[config.mk]
export PLATFORM = sky130hd
export DESIGN_NAME = bus_xfer_ctrl
export DESIGN_NICKNAME = d
export VERILOG_FILES = /design/src/rtl/bus_ctrl_pkg.sv /design/src/rtl/onehot_dec.sv /design/src/rtl/bus_xfer_ctrl.sv
export SDC_FILE = /design/constraint.sdc
export NUM_CORES = 1
export LEC_CHECK = 0
export ABC_AREA = 1
export CAP_MARGIN = 20
export CORE_ASPECT_RATIO = 1.5
export CORE_MARGIN = 2
export CORE_UTILIZATION = 39
export DETAILED_ROUTE_END_ITERATION = 8
export HOLD_SLACK_MARGIN = 0.03
export PLACE_DENSITY = 0.8
export SLEW_MARGIN = 40
export SYNTH_ARGS = -nofsm -noshare
export SYNTH_HDL_FRONTEND = slang
export SYNTH_SLANG_ARGS = --single-unit
[constraint.sdc]
create_clock -name clk -period 1.6 [get_ports clk]
set_clock_uncertainty 0.15 [all_clocks]
set_input_delay 0.32 -clock clk [delete_from_list [all_inputs] [get_ports clk]]
set_output_delay 0.32 -clock clk [all_outputs]
set_load 0.01 [all_outputs]
[src/rtl/bus_ctrl_pkg.sv]
// Shared constants and FSM encoding for the bus transfer controller.
package bus_ctrl_pkg;

   localparam int BUS_W    = 16;
   localparam int NUM_REGS = 4;

   localparam logic [2:0] SRC_IMM = 3'd4;
   localparam logic [2:0] DST_CAP = 3'd4;

   localparam logic [1:0] ST_IDLE  = 2'd0;
   localparam logic [1:0] ST_DRIVE = 2'd1;
   localparam logic [1:0] ST_LOAD  = 2'd2;
   localparam logic [1:0] ST_DONE  = 2'd3;

   typedef enum logic [1:0] {
      S_IDLE  = ST_IDLE,
      S_DRIVE = ST_DRIVE,
      S_LOAD  = ST_LOAD,
      S_DONE  = ST_DONE
   } state_t;

endpackage

[src/rtl/onehot_dec.sv]
// Index-to-one-hot decoder; output is all zero when disabled or the index is
// outside the register range.
module onehot_dec #(
   parameter int NUM_REGS = 4
) (
   input  logic [2:0]          idx,
   input  logic                en,
   output logic [NUM_REGS-1:0] onehot
);

   always_comb begin
      onehot = '0;
      for (int i = 0; i < NUM_REGS; i++) begin
         if (en && (int'(idx) == i)) onehot[i] = 1'b1;
      end
   end

endmodule

[src/rtl/bus_xfer_ctrl.sv]
// Sequences one register/immediate -> register/capture transfer over a shared
// tristate bus: DRIVE, then LOAD (drive held, load strobe, capture), then DONE.
module bus_xfer_ctrl
   import bus_ctrl_pkg::*;
#(
   parameter int BUS_W    = bus_ctrl_pkg::BUS_W,
   parameter int NUM_REGS = bus_ctrl_pkg::NUM_REGS
) (
   input  logic                clk,
   input  logic                rst,
   // Handshake: a command transfers on an edge where cmd_valid && cmd_ready;
   // the requester holds cmd_* stable until then, and cmd_ready is high only in IDLE.
   input  logic                cmd_valid,
   output logic                cmd_ready,
   input  logic [2:0]          cmd_src,
   input  logic [2:0]          cmd_dst,
   input  logic [BUS_W-1:0]    cmd_imm,
   input  logic [BUS_W-1:0]    bus_in,
   output logic [NUM_REGS-1:0] reg_tri_en,
   output logic [NUM_REGS-1:0] reg_ld_en,
   output logic [BUS_W-1:0]    imm_to_bus,
   output logic                imm_tri_en,
   output logic [BUS_W-1:0]    cap_data,
   output logic                done,
   output logic                err,
   output logic [1:0]          fsm_state
);

   state_t           state;
   logic [2:0]       src_q;
   logic [2:0]       dst_q;
   logic [BUS_W-1:0] imm_q;
   logic             legal;
   logic             drive_act;

   assign legal = (cmd_src <= SRC_IMM) && (cmd_dst <= DST_CAP);

   always_ff @(posedge clk) begin
      if (rst) begin
         state    <= S_IDLE;
         src_q    <= '0;
         dst_q    <= '0;
         imm_q    <= '0;
         cap_data <= '0;
         err      <= 1'b0;
      end else begin
         case (state)
            S_IDLE: begin
               if (cmd_valid) begin
                  src_q <= cmd_src;
                  dst_q <= cmd_dst;
                  imm_q <= cmd_imm;
                  if (legal) state <= S_DRIVE;
                  else       err   <= 1'b1;
               end
            end
            S_DRIVE: state <= S_LOAD;
            S_LOAD: begin
               cap_data <= bus_in;
               state    <= S_DONE;
            end
            S_DONE:  state <= S_IDLE;
            default: state <= S_IDLE;
         endcase
      end
   end

   // Drive enables are decoded from state so a reset edge clears them at once.
   assign drive_act  = (state == S_DRIVE) || (state == S_LOAD);
   assign imm_tri_en = drive_act && (src_q == SRC_IMM);
   assign imm_to_bus = imm_tri_en ? imm_q : '0;
   assign cmd_ready  = (state == S_IDLE);
   assign done       = (state == S_DONE);
   assign fsm_state  = state;

   onehot_dec #(.NUM_REGS(NUM_REGS)) u_src_dec (
      .idx    (src_q),
      .en     (drive_act),
      .onehot (reg_tri_en)
   );

   onehot_dec #(.NUM_REGS(NUM_REGS)) u_dst_dec (
      .idx    (dst_q),
      .en     (state == S_LOAD),
      .onehot (reg_ld_en)
   );

endmodule
# Word level (Yosys, flattened, before mapping)
# Cells that the tools add are included.
[word_totals]
ff_bits = 41
inputBits = 41
elab_cells = 50
[op_classes]
eq_ne = 12
n_mux = 12
magnitude_cmp = 2
bitwise_logic = 1
n_reduce_logical = 17
[op_table]
columns = ["cell", "count"]
rows = [
  ["$mux 16", 1],
  ["$eq 3x3->1 const B", 5],
  ["$logic_and 1x1->1", 10],
  ["$mux 1", 8],
  ["$pmux 2 s4", 1],
  ["$eq 3x2->1 const B", 2],
  ["$le 3x3->1 const B", 2],
  ["$logic_not 3->1", 2],
  ["$eq 2x2->1 const B", 2],
  ["$mux 2", 2],
  ["$reduce_and 2->1", 2],
  ["$reduce_and 3->1", 1],
  ["$eq 2x1->1 const B", 1],
  ["$logic_not 2->1", 1],
  ["$ne 2x1->1 const B", 1],
  ["$ne 2x2->1 const B", 1],
  ["$logic_or 1x1->1", 1],
  ["$not 1->1", 1],
]

# Depth between registers and ports, before layout
# Gate-level depths: netlist (run 1).
[depth]
ltp_word = 5
depth_mapped = 6
mapped_depth_nobuf = 6

# Hierarchy
# A second synthesis (run 1) with hierarchy kept.
[hier_totals]
cells_unflattened = 233
area_unflattened_um2 = 1684.1
[by_module_without_submodules]
columns = ["module", "area_each_um2", "cells_each", "seq_area_each_um2", "instances"]
rows = [
  ["bus_xfer_ctrl", 1594.0, 209, 820.8, 1],
  ["onehot_dec", 45.0, 12, 0.0, 2],
]

# Worst setup path after synthesis (run 1)
# OpenSTA, ideal clock, no wires.
[synth_timing]
kind = "reg-to-output"
from = "reg state[0] (netlist: fsm_state[0])"
to = "out reg_ld_en[0]"
stages_incl_launch_ff = 6
path_buffers = 1
slack_ps = -159
t_required_ps = 1130
arrival_ps = 1289
cell_sequence = "dfxtp_1 -> inv_1 -> ha_1 -> inv_2 -> buf_6 -> nor4_1"
[synth_between]
elab_chain_cells = 3
[synth_rtl]
columns = ["element", "line", "rtl"]
rows = [
  ["from (decl)", "bus_xfer_ctrl.sv:29", "state_t state;"],
  ["from (signal assigned)", "bus_xfer_ctrl.sv:40", "state <= S_IDLE;"],
  ["from (signal assigned)", "bus_xfer_ctrl.sv:53", "if (legal) state <= S_DRIVE;"],
  ["from (signal assigned)", "bus_xfer_ctrl.sv:57", "S_DRIVE: state <= S_LOAD;"],
  ["$eq 2x2->1", "bus_xfer_ctrl.sv:84", ".en (state == S_LOAD),"],
  ["$logic_and 1x1->1", "onehot_dec.sv:14", "if (en && (int'(idx) == i)) onehot[i] = 1'b1;"],
  ["$mux 1", "onehot_dec.sv:14", ""],
  ["to (decl)", "bus_xfer_ctrl.sv:20", "output logic [NUM_REGS-1:0] reg_ld_en,"],
]
# Every way passes these cells.

# Worst setup path after layout (run 1)
[layout_timing]
from = "reg state[0] (netlist: fsm_state[0])"
to = "out imm_to_bus[3]"
[layout_between]
elab_chain_cells = 4
word_cells_on_any_way = 5
[layout_rtl]
columns = ["element", "line", "rtl"]
rows = [
  ["$eq 2x1->1 / $eq 2x2->1 (equally long branches)", "bus_xfer_ctrl.sv:69", "assign drive_act = (state == S_DRIVE) || (state == S_LOAD);"],
  ["$logic_or 1x1->1 *", "bus_xfer_ctrl.sv:69", ""],
  ["$logic_and 1x1->1 *", "bus_xfer_ctrl.sv:70", "assign imm_tri_en = drive_act && (src_q == SRC_IMM);"],
  ["$mux 16 *", "bus_xfer_ctrl.sv:71", "assign imm_to_bus = imm_tri_en ? imm_q : '0;"],
  ["to (decl)", "bus_xfer_ctrl.sv:21", "output logic [BUS_W-1:0] imm_to_bus,"],
]
# Mark *: on every way between the ends. The rest lies on a longest branch, timed or not.

==> run_results.csv, run 1 <==
group,metric,value,unit
detailed_routing,drtPass1Iterations,4,
finish,final_nets,369,
worst_setup_path,critPathCaptureType,"output port",
pwr,p_sw_frac,0.385,
synthesis,synth-edff-count,0,
finish,layout_commonest_cell,"nor2_1",
sta,holdWs,304,ps
clock_network,cts_root_buf,"clkbuf_8",
global_route,antenna_found_initial,0,
clock_network,cts-buffers-inserted,5,
clock_network,clk_pin_slew,70,ps
worst_setup_path,startpoint_type,"flip-flop",
global_route,grt_pass1_vias,1815,
global_route,met2_usage,0.372,
place,gp_congestion,0.728,
pwr,power_frac_clock,0.152,
floorplan,die_x,57.1,um
floorplan,dieArea,4770,um2
floorplan,rows,28,
finish,area_growth,77.2,%
sta,setup_violations,26,
detailed_routing,ant_nets,0,
place,numPortBuffers,86,
synthesis,yosys_warnings,0,
global_route,gr-max-usage-layer,"met2",
worst_setup_path,crit_required,1130,ps
place,dp_hpwl,3090,um
clock_network,tritoncts,"yes",
floorplan,die_h,83.6,um
synthesis,ys_types,19,
synthesis,async_flop_share,0,
synthesis,synth_nets,263,
sta,rsz0062_at_grt,"yes",
global_route,use_met3,0.0760,
outcome,violations,"setup timing",
detailed_routing,totalWireLength,4740,um
clock_network,clockBufferDepth,2,
sta,fin_ws,-365,ps
synthesis,synth_ff_type,"dfxtp_1",
detailed_routing,routed_via_density,4.82,
synthesis,ys_ff_latch,41,
finish,drive_gt1_frac,0.289,
clock_network,cts_hold_buffers,0,
outcome,outcome,"finished, violations left",
detailed_routing,routedWlPerCell,12.8,um
pwr,p_int,2720,uW
global_route,grt_usage,0.212,
finish,multi_input_area,878,um2
sta,min_period_over_period,1.23,
pwr,p_per_area,1520,nW/um2
worst_hold_path,hp-class,"flip-flop to flip-flop",
sta,worst_pin_slew,467,ps
synthesis,synth_cells,219,
synthesis,seq_area_frac_synth,0.498,
global_route,grt_pass1_wl,8110,um
worst_setup_path,reg2regPathDepth,8,
detailed_routing,drc_errors,0,
detailed_routing,drt_iter0_drc,27,
finish,n_antenna_cell,0,
floorplan,coreArea,3990,um2
worst_setup_path,critPathKind,"flip-flop to output port",
worst_setup_path,cp.arrival,1500,ps
worst_setup_path,cp_max_fo,5,
global_route,grt_max_degree,40,
sta,fin_crit,1970,ps
pwr,leakage,0.00130,uW
pwr,share_seq_of_total_power,0.339,
global_route,met1_usage,0.234,
flow_run,cap_violations,0,
sta,hold_viol_final,0,
floorplan,ios,87,
pwr,p_sw,1700,uW
global_route,grt_remaining_overflow,0,
floorplan,start_util,0.412,
synthesis,syn-cell-area,1650,um2
clock_network,insertion_delay,290,ps
pwr,power.total,4420,uW
finish,seq_area,825,um2
clock_network,clock_sink_count,41,
sta,slew_viol_final,0,
pwr,vdd_drop_max,0.00118,V
synthesis,syn_area_per_cell,7.52,um2
worst_hold_path,holdPathStages,2,
pwr,pwr-share-comb,0.509,
detailed_routing,vias,1783,
finish,final_cell_mix,"nor2_1 (41), clkdlybuf4s50_1 (40), dfxtp_1 (38)",
finish,fillCellCount,331,
sta,maxSlewHeadroom,0.688,
sta,max_freq,509,MHz
clock_network,clock_tree.htree_level_count,2,
layout make-up:
| cell class | instances | area share |
|---|---|---|
| Timing Repair Buffer | 109 | 0.328 |
| Multi-Input combinational cell | 140 | 0.301 |
| Clock buffer | 7 | 0.0296 |
| Tap cell | 45 | 0.0193 |
| Inverter | 28 | 0.0399 |
| Sequential cell | 41 | 0.283 |
worst max-delay path, cell delays in order, from the launching register on:
cell and delay (ps):
dfxtp_2 360, inv_4 50, ha_4 290, buf_6 120, nand3_4 140, nor2_1 120, buf_2 140
Yosys cell counts, types with 2 or more instances:
master,instances,share of area
ha_1,3,0.023
o21ai_0,31,0.094
nor3_1,4,0.012
nor4_1,3,0.011
nand3_1,3,0.0091
nor2_1,55,0.13
inv_1,26,0.059
clkbuf_1,2,0.0046
dfxtp_1,41,0.50
a21oi_1,23,0.070
inv_2,2,0.0046
o21ai_1,9,0.027
buf_2,8,0.024
nand2_1,4,0.0091
sequential cells by signal, indices dropped and copies added (netlist names):
register / flops
fsm_state: 2
src_q: 3
cap_data: 16
err: 1
dst_q: 3
imm_q: 16
metrics by stage:
stage | TNS, ps | util | setup slack, ps | cells | area, um2
after CTS | -7690 | 0.709 | -380 | 366 | 2830
after global placement | -13480 | 0.683 | -453 | 352 | 2730
final | -7840 | 0.731 | -365 | 370 | 2920
after floorplan | -52.2 | - | -5.80 | 219 | 1760
after detailed placement | -14870 | 0.683 | -506 | 352 | 2730
after global routing | -9450 | 0.731 | -428 | 370 | 2920
power by group through the flow:
stage | clock, uW | combinational (uW) | sequential (uW)
after floorplan | 0 | 1000 | 1590
after global placement | 0 | 1950 | 1490
after detailed placement | 0 | 1980 | 1500
after CTS | 690 | 2160 | 1500
after global routing | 730 | 2480 | 1530
final | 671 | 2250 | 1500
final timing paths:
kind | end | from | slack (ps)
min reg2reg | imm_q[2] | imm_q[2] | 300
max reg2reg | cap_data[5] | fsm_state[1] | 90
min | imm_q[2] | imm_q[2] | 300
max | imm_to_bus[3] | fsm_state[0] | -370
cell families after synthesis:
group,synth area share
AND/OR/NAND/NOR,0.185
AO/OA/AOI/OAI,0.191
flip-flops,0.498
adder cells (fa/ha/maj),0.0228
buffers and inverters,0.103
per-layer routing:
layer,vias to the layer above,part of all wire,wire (um)
li1,918,-,-
met1,795,0.38,1820
met2,62,0.52,2460
met3,8,0.081,383
met4,0,0.016,77
met5,-,0,0
timing repair:
item	in CTS	in global routing
buffers inserted	6	5
resized for setup	153	17
setup endpoints to repair	46	31
pin swaps	17	12
gates cloned	2	0
Power figures use the tool's default switching activity.
==> run 2: changes to the inputs <==
--- a/config.mk
+++ b/config.mk
@@ -6,6 +6,7 @@
 export NUM_CORES = 1
 export LEC_CHECK = 0
 export ABC_AREA = 1
+export ABC_CLOCK_PERIOD_IN_PS = 1600
 export CAP_MARGIN = 20
 export CORE_ASPECT_RATIO = 1.5
 export CORE_MARGIN = 2
==> results of run 2 <==
Final layout, timing and power as in run 1 (identical DEF).
